## src/rtl/tcb_pkg.sv

```systemverilog
// Shared TCB types: split-adapter FSM states and the response-pipeline tag.
package tcb_pkg;

    // Tag fields are sized for the widest bus the library supports (up to 256 byte lanes).
    localparam int TCB_OFF_MAX = 8;
    localparam int TCB_SIZ_MAX = 4;

    typedef enum logic {
        TCB_SPLIT_IDLE,
        TCB_SPLIT_SECOND
    } tcb_split_state_t;

    typedef struct packed {
        logic                   vld;
        logic                   lst;
        logic [TCB_OFF_MAX-1:0] off;
        logic [TCB_SIZ_MAX-1:0] siz;
        logic                   wen;
    } tcb_split_tag_t;

    localparam int TCB_TAG_W = $bits(tcb_split_tag_t);

endpackage

```

## src/rtl/tcb_lib_rsp_pipe.sv

```systemverilog
// DLY-deep shift register carrying one tag per accepted subordinate beat.
module tcb_lib_rsp_pipe
    import tcb_pkg::*;
#(
    parameter int DLY = 1
) (
    input  logic                 clk,
    input  logic                 rst_n,
    input  logic [TCB_TAG_W-1:0] req_tag,
    output logic [TCB_TAG_W-1:0] rsp_tag
);

    logic [TCB_TAG_W-1:0] stage [DLY];

    always_ff @(posedge clk or negedge rst_n) begin
        if (!rst_n) begin
            for (int i = 0; i < DLY; i++) stage[i] <= '0;
        end else begin
            stage[0] <= req_tag;
            for (int i = 1; i < DLY; i++) stage[i] <= stage[i-1];
        end
    end

    assign rsp_tag = stage[DLY-1];

endmodule

```

## src/rtl/tcb_lib_misalign_split.sv

```systemverilog
// Converts unaligned LSB-aligned manager transfers into aligned byte-enabled beats,
// splitting word-crossing transfers in two and merging their read data.
module tcb_lib_misalign_split
    import tcb_pkg::*;
#(
    parameter int ABW = 32,
    parameter int DBW = 32,
    parameter int SLW = 8,
    parameter int DLY = 1,
    localparam int BEN = DBW / SLW,
    localparam int OFF = $clog2(BEN),
    localparam int SZW = $clog2(OFF + 1)
) (
    input  logic           clk,
    input  logic           rst_n,
    input  logic           man_vld,
    output logic           man_rdy,
    input  logic           man_wen,
    input  logic [ABW-1:0] man_adr,
    input  logic [SZW-1:0] man_siz,
    input  logic [DBW-1:0] man_wdt,
    output logic [DBW-1:0] man_rdt,
    output logic           man_err,
    output logic           sub_vld,
    input  logic           sub_rdy,
    output logic           sub_wen,
    output logic [ABW-1:0] sub_adr,
    output logic [BEN-1:0] sub_byt,
    output logic [DBW-1:0] sub_wdt,
    input  logic [DBW-1:0] sub_rdt,
    input  logic           sub_err
);

    localparam int LW2 = 2 * BEN;

    function automatic logic [DBW-1:0] rot_left(input logic [DBW-1:0] d, input logic [OFF-1:0] o);
        logic [DBW-1:0] r;
        r = '0;
        for (int i = 0; i < BEN; i++) r[((i + int'(o)) % BEN)*SLW +: SLW] = d[i*SLW +: SLW];
        return r;
    endfunction

    function automatic logic [DBW-1:0] rot_right(input logic [DBW-1:0] d, input logic [OFF-1:0] o);
        logic [DBW-1:0] r;
        r = '0;
        for (int i = 0; i < BEN; i++) r[i*SLW +: SLW] = d[((i + int'(o)) % BEN)*SLW +: SLW];
        return r;
    endfunction

    function automatic logic [DBW-1:0] lane_mask(input int k);
        logic [DBW-1:0] r;
        r = '0;
        for (int i = 0; i < BEN; i++) r[i*SLW +: SLW] = (i < k) ? {SLW{1'b1}} : {SLW{1'b0}};
        return r;
    endfunction

    function automatic logic [DBW-1:0] byte_expand(input logic [BEN-1:0] b);
        logic [DBW-1:0] r;
        for (int i = 0; i < BEN; i++) r[i*SLW +: SLW] = {SLW{b[i]}};
        return r;
    endfunction

    // A beat transfers on the cycle where sub_vld && sub_rdy; the manager side transfers on
    // man_vld && man_rdy, which only happens together with the last subordinate beat.
    tcb_split_state_t state;

    logic [OFF-1:0] off;
    logic [OFF:0]   n;
    logic [OFF+1:0] end_pos;
    logic           crossing;
    logic [LW2-1:0] lane_sel;
    logic [ABW-1:0] word_adr;
    logic           tag_lst;

    assign off      = man_adr[OFF-1:0];
    assign n        = (OFF+1)'(1) << man_siz;
    assign end_pos  = {2'b00, off} + {1'b0, n};
    assign crossing = end_pos > (OFF+2)'(BEN);
    // Low half holds the first-word lanes, high half spills into the next word.
    assign lane_sel = ((LW2'(1) << n) - LW2'(1)) << off;
    assign word_adr = {man_adr[ABW-1:OFF], {OFF{1'b0}}};

    always_comb begin
        sub_vld = 1'b0;
        man_rdy = 1'b0;
        sub_adr = word_adr;
        sub_byt = lane_sel[BEN-1:0];
        tag_lst = 1'b1;
        if (rst_n) begin
            case (state)
                TCB_SPLIT_IDLE: begin
                    sub_vld = man_vld;
                    man_rdy = sub_rdy & ~crossing;
                    tag_lst = ~crossing;
                end
                TCB_SPLIT_SECOND: begin
                    sub_vld = 1'b1;
                    man_rdy = sub_rdy;
                    sub_adr = word_adr + ABW'(BEN);
                    sub_byt = lane_sel[LW2-1:BEN];
                end
                default: ;
            endcase
        end
    end

    assign sub_wen = man_wen;
    assign sub_wdt = rot_left(man_wdt, off) & byte_expand(sub_byt);

    always_ff @(posedge clk or negedge rst_n) begin
        if (!rst_n) begin
            state <= TCB_SPLIT_IDLE;
        end else begin
            case (state)
                TCB_SPLIT_IDLE:   if (man_vld && sub_rdy && crossing) state <= TCB_SPLIT_SECOND;
                TCB_SPLIT_SECOND: if (sub_rdy) state <= TCB_SPLIT_IDLE;
                default:          state <= TCB_SPLIT_IDLE;
            endcase
        end
    end

    tcb_split_tag_t req_tag;
    tcb_split_tag_t rsp_tag;

    always_comb begin
        req_tag     = '0;
        req_tag.vld = sub_vld & sub_rdy;
        req_tag.lst = tag_lst;
        req_tag.off = TCB_OFF_MAX'(off);
        req_tag.siz = TCB_SIZ_MAX'(man_siz);
        req_tag.wen = man_wen;
    end

    tcb_lib_rsp_pipe #(.DLY(DLY)) u_rsp_pipe (
        .clk     (clk),
        .rst_n   (rst_n),
        .req_tag (req_tag),
        .rsp_tag (rsp_tag)
    );

    logic [OFF-1:0] toff;
    logic [OFF:0]   tn;
    logic [OFF+1:0] tend;
    logic           tcross;
    logic [DBW-1:0] rdt_rot;
    logic [DBW-1:0] head_mask;
    logic [DBW-1:0] merge_q;
    logic           err_q;
    logic           unused_tag_bits;

    assign toff      = rsp_tag.off[OFF-1:0];
    assign tn        = (OFF+1)'(1) << rsp_tag.siz[SZW-1:0];
    assign tend      = {2'b00, toff} + {1'b0, tn};
    assign tcross    = tend > (OFF+2)'(BEN);
    assign rdt_rot   = rot_right(sub_rdt, toff);
    assign head_mask = lane_mask(BEN - int'(toff));
    assign unused_tag_bits = ^{rsp_tag.off, rsp_tag.siz};

    always_comb begin
        man_rdt = '0;
        man_err = 1'b0;
        if (rsp_tag.vld && rsp_tag.lst) begin
            man_err = sub_err | (tcross & err_q);
            if (!rsp_tag.wen) begin
                man_rdt = (tcross ? ((merge_q & head_mask) | (rdt_rot & ~head_mask)) : rdt_rot)
                          & lane_mask(int'(tn));
            end
        end
    end

    always_ff @(posedge clk or negedge rst_n) begin
        if (!rst_n) begin
            merge_q <= '0;
            err_q   <= 1'b0;
        end else if (rsp_tag.vld) begin
            if (!rsp_tag.lst) begin
                merge_q <= rdt_rot;
                err_q   <= sub_err;
            end else if (tcross) begin
                err_q   <= 1'b0;
            end
        end
    end

endmodule

```

## config.mk

```make
export PLATFORM = sky130hd
export DESIGN_NAME = tcb_lib_misalign_split
export DESIGN_NICKNAME = d
export VERILOG_FILES = /design/src/rtl/tcb_pkg.sv /design/src/rtl/tcb_lib_rsp_pipe.sv /design/src/rtl/tcb_lib_misalign_split.sv
export SDC_FILE = /design/constraint.sdc
export NUM_CORES = 1
export LEC_CHECK = 0
export BUFFER_PORTS_ARGS = -buffer_cell sky130_fd_sc_hd__buf_4
export CAP_MARGIN = 10
export CORE_ASPECT_RATIO = 0.7
export CORE_UTILIZATION = 35
export CTS_CLUSTER_DIAMETER = 200
export DETAILED_ROUTE_END_ITERATION = 7
export GPL_TIMING_DRIVEN = 1
export MAX_ROUTING_LAYER = met4
export PLACE_DENSITY = 0.64
export RECOVER_POWER = 25
export SETUP_SLACK_MARGIN = 0.3
export SYNTH_ARGS = -nofsm -noshare
export SYNTH_HDL_FRONTEND = slang
export SYNTH_SLANG_ARGS = --single-unit
```

## constraint.sdc

```tcl
create_clock -name clk -period 7.1 [get_ports clk]
set_clock_uncertainty 0.1 [all_clocks]
set_input_delay 0.355 -clock clk [delete_from_list [all_inputs] [get_ports clk]]
set_output_delay 0.355 -clock clk [all_outputs]
set_load 0.005 [all_outputs]
```

; ---- Word-level counts from Yosys, hierarchy flattened
; Cells that the tools add are included.
[op_classes]
order_cmp = 10
n_shift = 16
n_bitwise = 20
n_eq_ne = 1
n_mux = 30
reduce_logical = 11
addsub = 15
[ops]
columns = cell, count
row1 = $and 32x32->32, 5
row2 = $mux 32, 5
row3 = $shift 8x33->32 const A, 4
row4 = $shiftx 8x33->32, 4
row5 = $shiftx 32x6->8, 4
row6 = $neg 6->33, 3
row7 = $bwmux 32, 3
row8 = $mux 8, 8
row9 = $neg 5->33, 1
row10 = $add 32x3->32 const B, 1
row11 = $not 32->32, 1
row12 = $or 32x32->32, 1
row13 = $reduce_or 2->1, 6
row14 = $mux 1, 9
row15 = $add 2x2->2 const A, 4
row16 = $add 2x3->4, 2
row17 = $gt 4x3->1 const B, 2
row18 = $lt 3x4->1 const A, 2
row19 = $mux 4, 2
row20 = $shl 1x3->8 const A, 1
row21 = $shl 8x2->8, 1
row22 = $sub 8x2->8 const B, 1
row23 = $and 1x1->1 const A, 6
row24 = $lt 1x3->1 const A, 2
row25 = other kinds (13), 25
[word_totals]
wordCells = 107
reg_bits = 41
output_inout_bits = 104
input_bits = 104

; ---- Depth between registers and ports, before layout
[logic_depth]
ltp_word = 10
ltp_mapped = 10
depth_no_buf = 9

; ---- By module
; A second synthesis with hierarchy kept.
[hier_totals]
hier_cells = 615
area_unflattened_um2 = 5564.1
[modules_own_cells]
columns = module, cells_each, seq_area_each_um2, instances, area_per_inst_um2
row1 = tcb_lib_misalign_split, 600, 850.8, 1, 5188.7
row2 = tcb_lib_rsp_pipe, 15, 375.4, 1, 375.4

; ---- Worst setup path after synthesis
; OpenSTA, ideal clock, no wires.
[synth_timing]
kind = register to output
start = register u_rsp_pipe.stage, in the netlist u_rsp_pipe.rsp_tag[6]
end = output man_rdt[28]
path_buffers = 3
t_arrival_ps = 2374
stages_incl_launch_ff = 10
required_time_ps = 6645
setup_slack_ps = 4271
path_cell_list = dfrtp_1 buf_2 buf_2 inv_1 fa_1 nor2b_1 o22ai_1 clkbuf_1 nand3_1 a21oi_1
[synth_via]
elab_chain_len = 10
elab_cells_between_ends = 17
cone_classes = 3 x add/sub / 2 x order compare / 1 x shift / 4 x mux / 6 x bitwise / 1 x reduce/logical
[synth_lines]
columns = element, line_no
row1 = start: declaration, tcb_lib_rsp_pipe.sv:13  ; logic [TCB_TAG_W-1:0] stage [DLY];
row2 = $add 2x2->2 / $sub 3x2->4 (equally long branches), "tcb_lib_misalign_split.sv:46, tcb_lib_misalign_split.sv:156"
row3 = $reduce_or 2->1 (no line) / $lt 3x4->1 (equally long branches), --
row4 = $and 1x1->1 (no line) / $mux 8 (equally long branches), --
row5 = $shiftx 32x6->8 / $not 32->32 (equally long branches), "tcb_lib_misalign_split.sv:46, tcb_lib_misalign_split.sv:165"
row6 = $and 32x32->32, tcb_lib_misalign_split.sv:165  ; man_rdt = (tcross ? ((merge_q & head_mask) | (rdt_rot & ~head_mask)) : rdt_rot)
row7 = $or 32x32->32, tcb_lib_misalign_split.sv:165
row8 = $mux 32 *, tcb_lib_misalign_split.sv:165
row9 = $and 32x32->32 *, tcb_lib_misalign_split.sv:166  ; & lane_mask(int'(tn));
row10 = $mux 32 *, tcb_lib_misalign_split.sv:164  ; if (!rsp_tag.wen) begin
row11 = $mux 32 *, tcb_lib_misalign_split.sv:162  ; if (rsp_tag.vld && rsp_tag.lst) begin
row12 = end: declaration, tcb_lib_misalign_split.sv:22  ; output logic [DBW-1:0] man_rdt,
; Every way passes the cells marked *; elsewhere a longest branch is shown, timed or not.

; ---- Worst setup path after layout
[layout_timing]
start = input man_adr[0]
end = output sub_wdt[13]
[layout_via]
elab_chain_len = 9
elab_cells_between_ends = 29
cone_classes = 7 x add/sub / 9 x shift / 5 x mux / 5 x bitwise / 3 x reduce/logical
[layout_lines]
columns = element, line_no
row1 = start: declaration, tcb_lib_misalign_split.sv:19  ; input logic [ABW-1:0] man_adr,
row2 = $add 1x2->2, tcb_lib_misalign_split.sv:39  ; for (int i = 0; i < BEN; i++) r[((i + int'(o)) % BEN)*SLW +: SLW] = d[i*SLW +: SLW];
row3 = $reduce_or 2->1 (no line), --
row4 = $and 1x1->1 (no line), --
row5 = $neg 6->33, tcb_lib_misalign_split.sv:39
row6 = $shiftx 8x33->32 / $shift 8x33->32 (equally long branches), tcb_lib_misalign_split.sv:39
row7 = $bwmux 32 (3 in series), tcb_lib_misalign_split.sv:39
row8 = $and 32x32->32 *, tcb_lib_misalign_split.sv:108  ; assign sub_wdt = rot_left(man_wdt, off) & byte_expand(sub_byt);
row9 = end: declaration, tcb_lib_misalign_split.sv:29  ; output logic [DBW-1:0] sub_wdt,
; Marks and branches as above.

==> impl_metrics.prom <==
# TYPE chip_impl_metric gauge
chip_impl_metric{name="total_power",unit="uW"} 970
chip_impl_metric{name="coreArea",unit="um^2"} 14800
chip_impl_metric{name="clock_tree.buffer_depth",unit=""} 2
chip_impl_metric{name="finalCriticalPeriod",unit="ps"} 4640
chip_impl_info{name="setup.worst_path.end_class",value="output pin"} 1
chip_impl_metric{name="drt-initial-drc-count",unit=""} 567
chip_impl_metric{name="area.sequential",unit="um^2"} 1030
chip_impl_metric{name="dp_hpwl",unit="um"} 14800
chip_impl_metric{name="drcViolationCount",unit=""} 0
chip_impl_metric{name="final_hold_fails",unit=""} 0
chip_impl_metric{name="gr-usage-all-layers",unit="%"} 24.9
chip_impl_info{name="synth.most_common_cell",value="sky130_fd_sc_hd__a21oi_1"} 1
chip_impl_metric{name="iteration_count_of_the_initial_detailed_routing_pass",unit=""} 5
chip_impl_metric{name="cts.sinks",unit=""} 41
chip_impl_metric{name="critical_path_peak_fanout",unit=""} 27
chip_impl_info{name="netlist_top_cells_area",value="sky130_fd_sc_hd__dfrtp_1, sky130_fd_sc_hd__mux4_2, sky130_fd_sc_hd__mux2_2"} 1
chip_impl_metric{name="htree_num_levels",unit=""} 2
chip_impl_metric{name="design_area",unit="um^2"} 7080
chip_impl_metric{name="async_reset_ff_share",unit="%"} 100
chip_impl_metric{name="timing_worst_slew_pin_value",unit="ps"} 1240
chip_impl_metric{name="grt_pass1_wl",unit="um"} 30100
chip_impl_metric{name="timing_max_transition_violations_final",unit=""} 0
chip_impl_info{name="grt_setup_unrepaired",value="false"} 1
chip_impl_metric{name="post_synth_instance_area",unit="um^2"} 5360
chip_impl_metric{name="gpl.final_weighted_congestion",unit=""} 0.924
chip_impl_metric{name="aggregate_global_routing_overflow",unit=""} 0
chip_impl_info{name="synth_flop_cell",value="sky130_fd_sc_hd__dfrtp_1"} 1
chip_impl_info{name="synth_commonest_cells",value="sky130_fd_sc_hd__a21oi_1, sky130_fd_sc_hd__nand2_1, sky130_fd_sc_hd__dfrtp_1"} 1
chip_impl_metric{name="setup.reg_to_reg.worst_slack",unit="ps"} 4010
chip_impl_info{name="slowest_stage",value="sky130_fd_sc_hd__clkbuf_1"} 1
chip_impl_metric{name="die_height",unit="um"} 106
chip_impl_metric{name="worst_skew_pair.late_latency",unit="ps"} 290
chip_impl_metric{name="antenna-diode-count",unit=""} 0
chip_impl_info{name="run_status",value="finished, final reports clean"} 1
chip_impl_metric{name="detail-route-antenna-nets",unit=""} 0
chip_impl_metric{name="yosys.area.top_type_share",unit="%"} 19.1
chip_impl_metric{name="clock.fmax",unit="MHz"} 216
chip_impl_metric{name="ys_ff_latch",unit=""} 41
chip_impl_metric{name="final_min_period_over_clock_period",unit="%"} 65.3
chip_impl_metric{name="cap_violations",unit=""} 0
chip_impl_metric{name="grt_start_max_net_pins",unit=""} 50
chip_impl_info{name="synth_largest_area_cell",value="sky130_fd_sc_hd__dfrtp_1"} 1
chip_impl_metric{name="critPathRequiredTime",unit="ps"} 6640
chip_impl_metric{name="placementRows",unit=""} 37
chip_impl_metric{name="antenna_found_initial",unit=""} 0
chip_impl_metric{name="post_drt_wl_per_cell",unit="um"} 20.1
chip_impl_metric{name="num-nets-final",unit=""} 906
chip_impl_metric{name="worst_slew_margin_rel",unit="%"} 17.2
chip_impl_info{name="r2r-start",value="u_rsp_pipe.rsp_tag[6]$_DFF_PN0_"} 1
chip_impl_metric{name="post-cts-setup-buffers",unit=""} 0
chip_impl_metric{name="setup_tns",unit="ps"} 0
chip_impl_metric{name="via_per_inst",unit=""} 5.89
chip_impl_metric{name="seq_area_frac_synth",unit="%"} 19.1
chip_impl_metric{name="max-vdd-ir-drop",unit="mV"} 0.0831
chip_impl_metric{name="die_width",unit="um"} 150
chip_impl_metric{name="dieArea",unit="um^2"} 15800
chip_impl_info{name="start_kind",value="input port"} 1
chip_impl_metric{name="power_density",unit="nW/um^2"} 137
chip_impl_metric{name="cts_made_buffers",unit=""} 5
chip_impl_metric{name="place.port_buffers",unit=""} 205
chip_impl_metric{name="critical_path_cell_count",unit=""} 8
chip_impl_metric{name="synth_cell_types",unit=""} 59
chip_impl_metric{name="first_global_vias",unit=""} 5573
chip_impl_info{name="worstReg2RegEnd",value="merge_q[29]$_DFFE_PN0P_"} 1
chip_impl_metric{name="worstPathArrival",unit="ps"} 4180
chip_impl_metric{name="yosys_warnings",unit=""} 0
chip_impl_metric{name="p_leak",unit="uW"} 0.00302
chip_impl_metric{name="postPlaceCellArea",unit="um^2"} 6930
chip_impl_metric{name="fillCellCount",unit=""} 1449
chip_impl_metric{name="initial_utilization",unit="%"} 36.2
chip_impl_metric{name="layout.core_utilization",unit="%"} 47.8
chip_impl_metric{name="ctsResizeCount",unit=""} 0
chip_impl_metric{name="totalWireLength",unit="um"} 19600
chip_impl_metric{name="synthCells",unit=""} 607
chip_impl_metric{name="multi_input_comb_area",unit="um^2"} 4040
chip_impl_metric{name="synth_edf_count",unit=""} 0
chip_impl_metric{name="syn-mean-instance-area",unit="um^2"} 8.83
chip_impl_metric{name="crit_buf_inv",unit=""} 3
chip_impl_info{name="hold_class",value="in -> reg"} 1
chip_impl_metric{name="reg2regPathDepth",unit=""} 4
chip_impl_metric{name="area_growth",unit="%"} 32.2
chip_impl_metric{name="clk_pin_slew_worst_paths",unit="ps"} 60
chip_impl_info{name="criticalPathCategory",value="in -> out"} 1
chip_impl_info{name="timing.hold.worst.start",value="man_wen"} 1
chip_impl_metric{name="drive_above_1_share",unit="%"} 38.3
chip_impl_metric{name="final-setup-viol-count",unit=""} 0
chip_impl_info{name="clock_tree_from_tritoncts",value="done"} 1
chip_impl_info{name="cts-root-buf",value="sky130_fd_sc_hd__clkbuf_16"} 1
chip_impl_metric{name="detailroute.via_count",unit=""} 5723
chip_impl_info{name="path_delay_family",value="buffers and inverters"} 1
chip_impl_metric{name="post_cts_hold_buffer_count",unit=""} 1
chip_impl_metric{name="min_delay_path_depth",unit=""} 1
chip_impl_metric{name="timing.critical_path.slowest_cell_delay",unit="ps"} 890
chip_impl_info{name="hold_path_end",value="u_rsp_pipe.rsp_tag[0]$_DFF_PN0_"} 1
chip_impl_info{name="ordered_list_of_cells_on_the_worst_path",value="clkbuf_1 -> inv_1 -> ha_1 -> or3b_1 -> nor3_4 -> a221oi_1 -> o22ai_1 -> buf_4"} 1
chip_impl_metric{name="hold_ws",unit="ps"} 118
chip_impl_metric{name="top_level_ports",unit=""} 208
==> layout by cell type (no fill, tap or decap), drive strengths merged, types with 3 or more instances in the layout <==
master and count:
o32ai 8, xnor2 24, or2 3, mux4 32, buf 202, nand2b 21
o21a 9, nand4 13, inv 17, and3 13, o22ai 18, clkbuf 13
a22o 9, and4 3, nand2 51, a22oi 16, nand3 35, a21oi 54
nor2 30, dfrtp 41, nor3 10, and2 3, o21ai 38, nor4bb 3
xor2 6, a221oi 8, nor2b 10, ha 25, and4b 3, mux2 33
==> flip-flops by register name (all words and copies together) (netlist names) <==
name and cells:
merge_q 32, err_q 1, state 1, u_rsp_pipe.rsp_tag 7
==> per-layer routing <==
| metal | GRT usage (%) | wire [um] |
|---|---|---|
| met1 | 36.4 | 8900 |
| met2 | 36.8 | 8970 |
| met3 | 3.64 | 1540 |
| met4 | 4.26 | 143 |
| met5 | - | 0 |
==> power breakdown <==
group	switching [uW]	total [uW]	internal, uW
registers	39.7	336	296
logic	193	385	191
clock network	98.9	250	151
total	332	970	639
==> stage by stage <==
| step | worst slack [ps] | instances |
|---|---|---|
| 2_1_floorplan | 4270 | 608 |
| 3_3_place_gp | 3330 | 962 |
| 6_report | 2460 | 971 |
| 5_1_grt | 2290 | 971 |
| 3_5_place_dp | 3170 | 962 |
| 4_1_cts | 2820 | 971 |
==> worst register-to-register path: stages, from the launching register on <==
cell	delay (ps)
sky130_fd_sc_hd__dfrtp_1	890
sky130_fd_sc_hd__inv_1	240
sky130_fd_sc_hd__ha_1	830
sky130_fd_sc_hd__mux4_2	650
sky130_fd_sc_hd__mux2_2	280
==> cell type report <==
type	instances	area share [%]
clock buffers	7	2.16
clock inverters	1	0.124
inverters	16	0.848
multi-input cells	502	57.0
flip-flops and latches	41	14.5
well taps	195	3.45
repair buffers	209	21.9
==> worst max path at each step <==
stage	from	end	slack [ps]
floorplan	u_rsp_pipe.rsp_tag[6]$_DFF_PN0_	man_rdt[28]	4270
global placement	u_rsp_pipe.rsp_tag[5]$_DFF_PN0_	man_rdt[17]	3330
detailed placement	u_rsp_pipe.rsp_tag[5]$_DFF_PN0_	man_rdt[17]	3170
CTS	u_rsp_pipe.rsp_tag[5]$_DFF_PN0_	man_rdt[17]	2820
global route	man_adr[0]	sub_wdt[11]	2290
finish	man_adr[0]	sub_wdt[13]	2460
==> cell families after synthesis <==
group / count (synthesis) / synth area share [%]
compound gates: 171 / 21.0
xor+xnor: 30 / 4.90
fa+ha+maj: 27 / 6.59
buf+inv: 65 / 6.00
flops: 41 / 19.1
mux: 66 / 20.6
other cells: 1 / 0.0700
simple gates: 206 / 21.7
(Power assumes the default switching activity.)
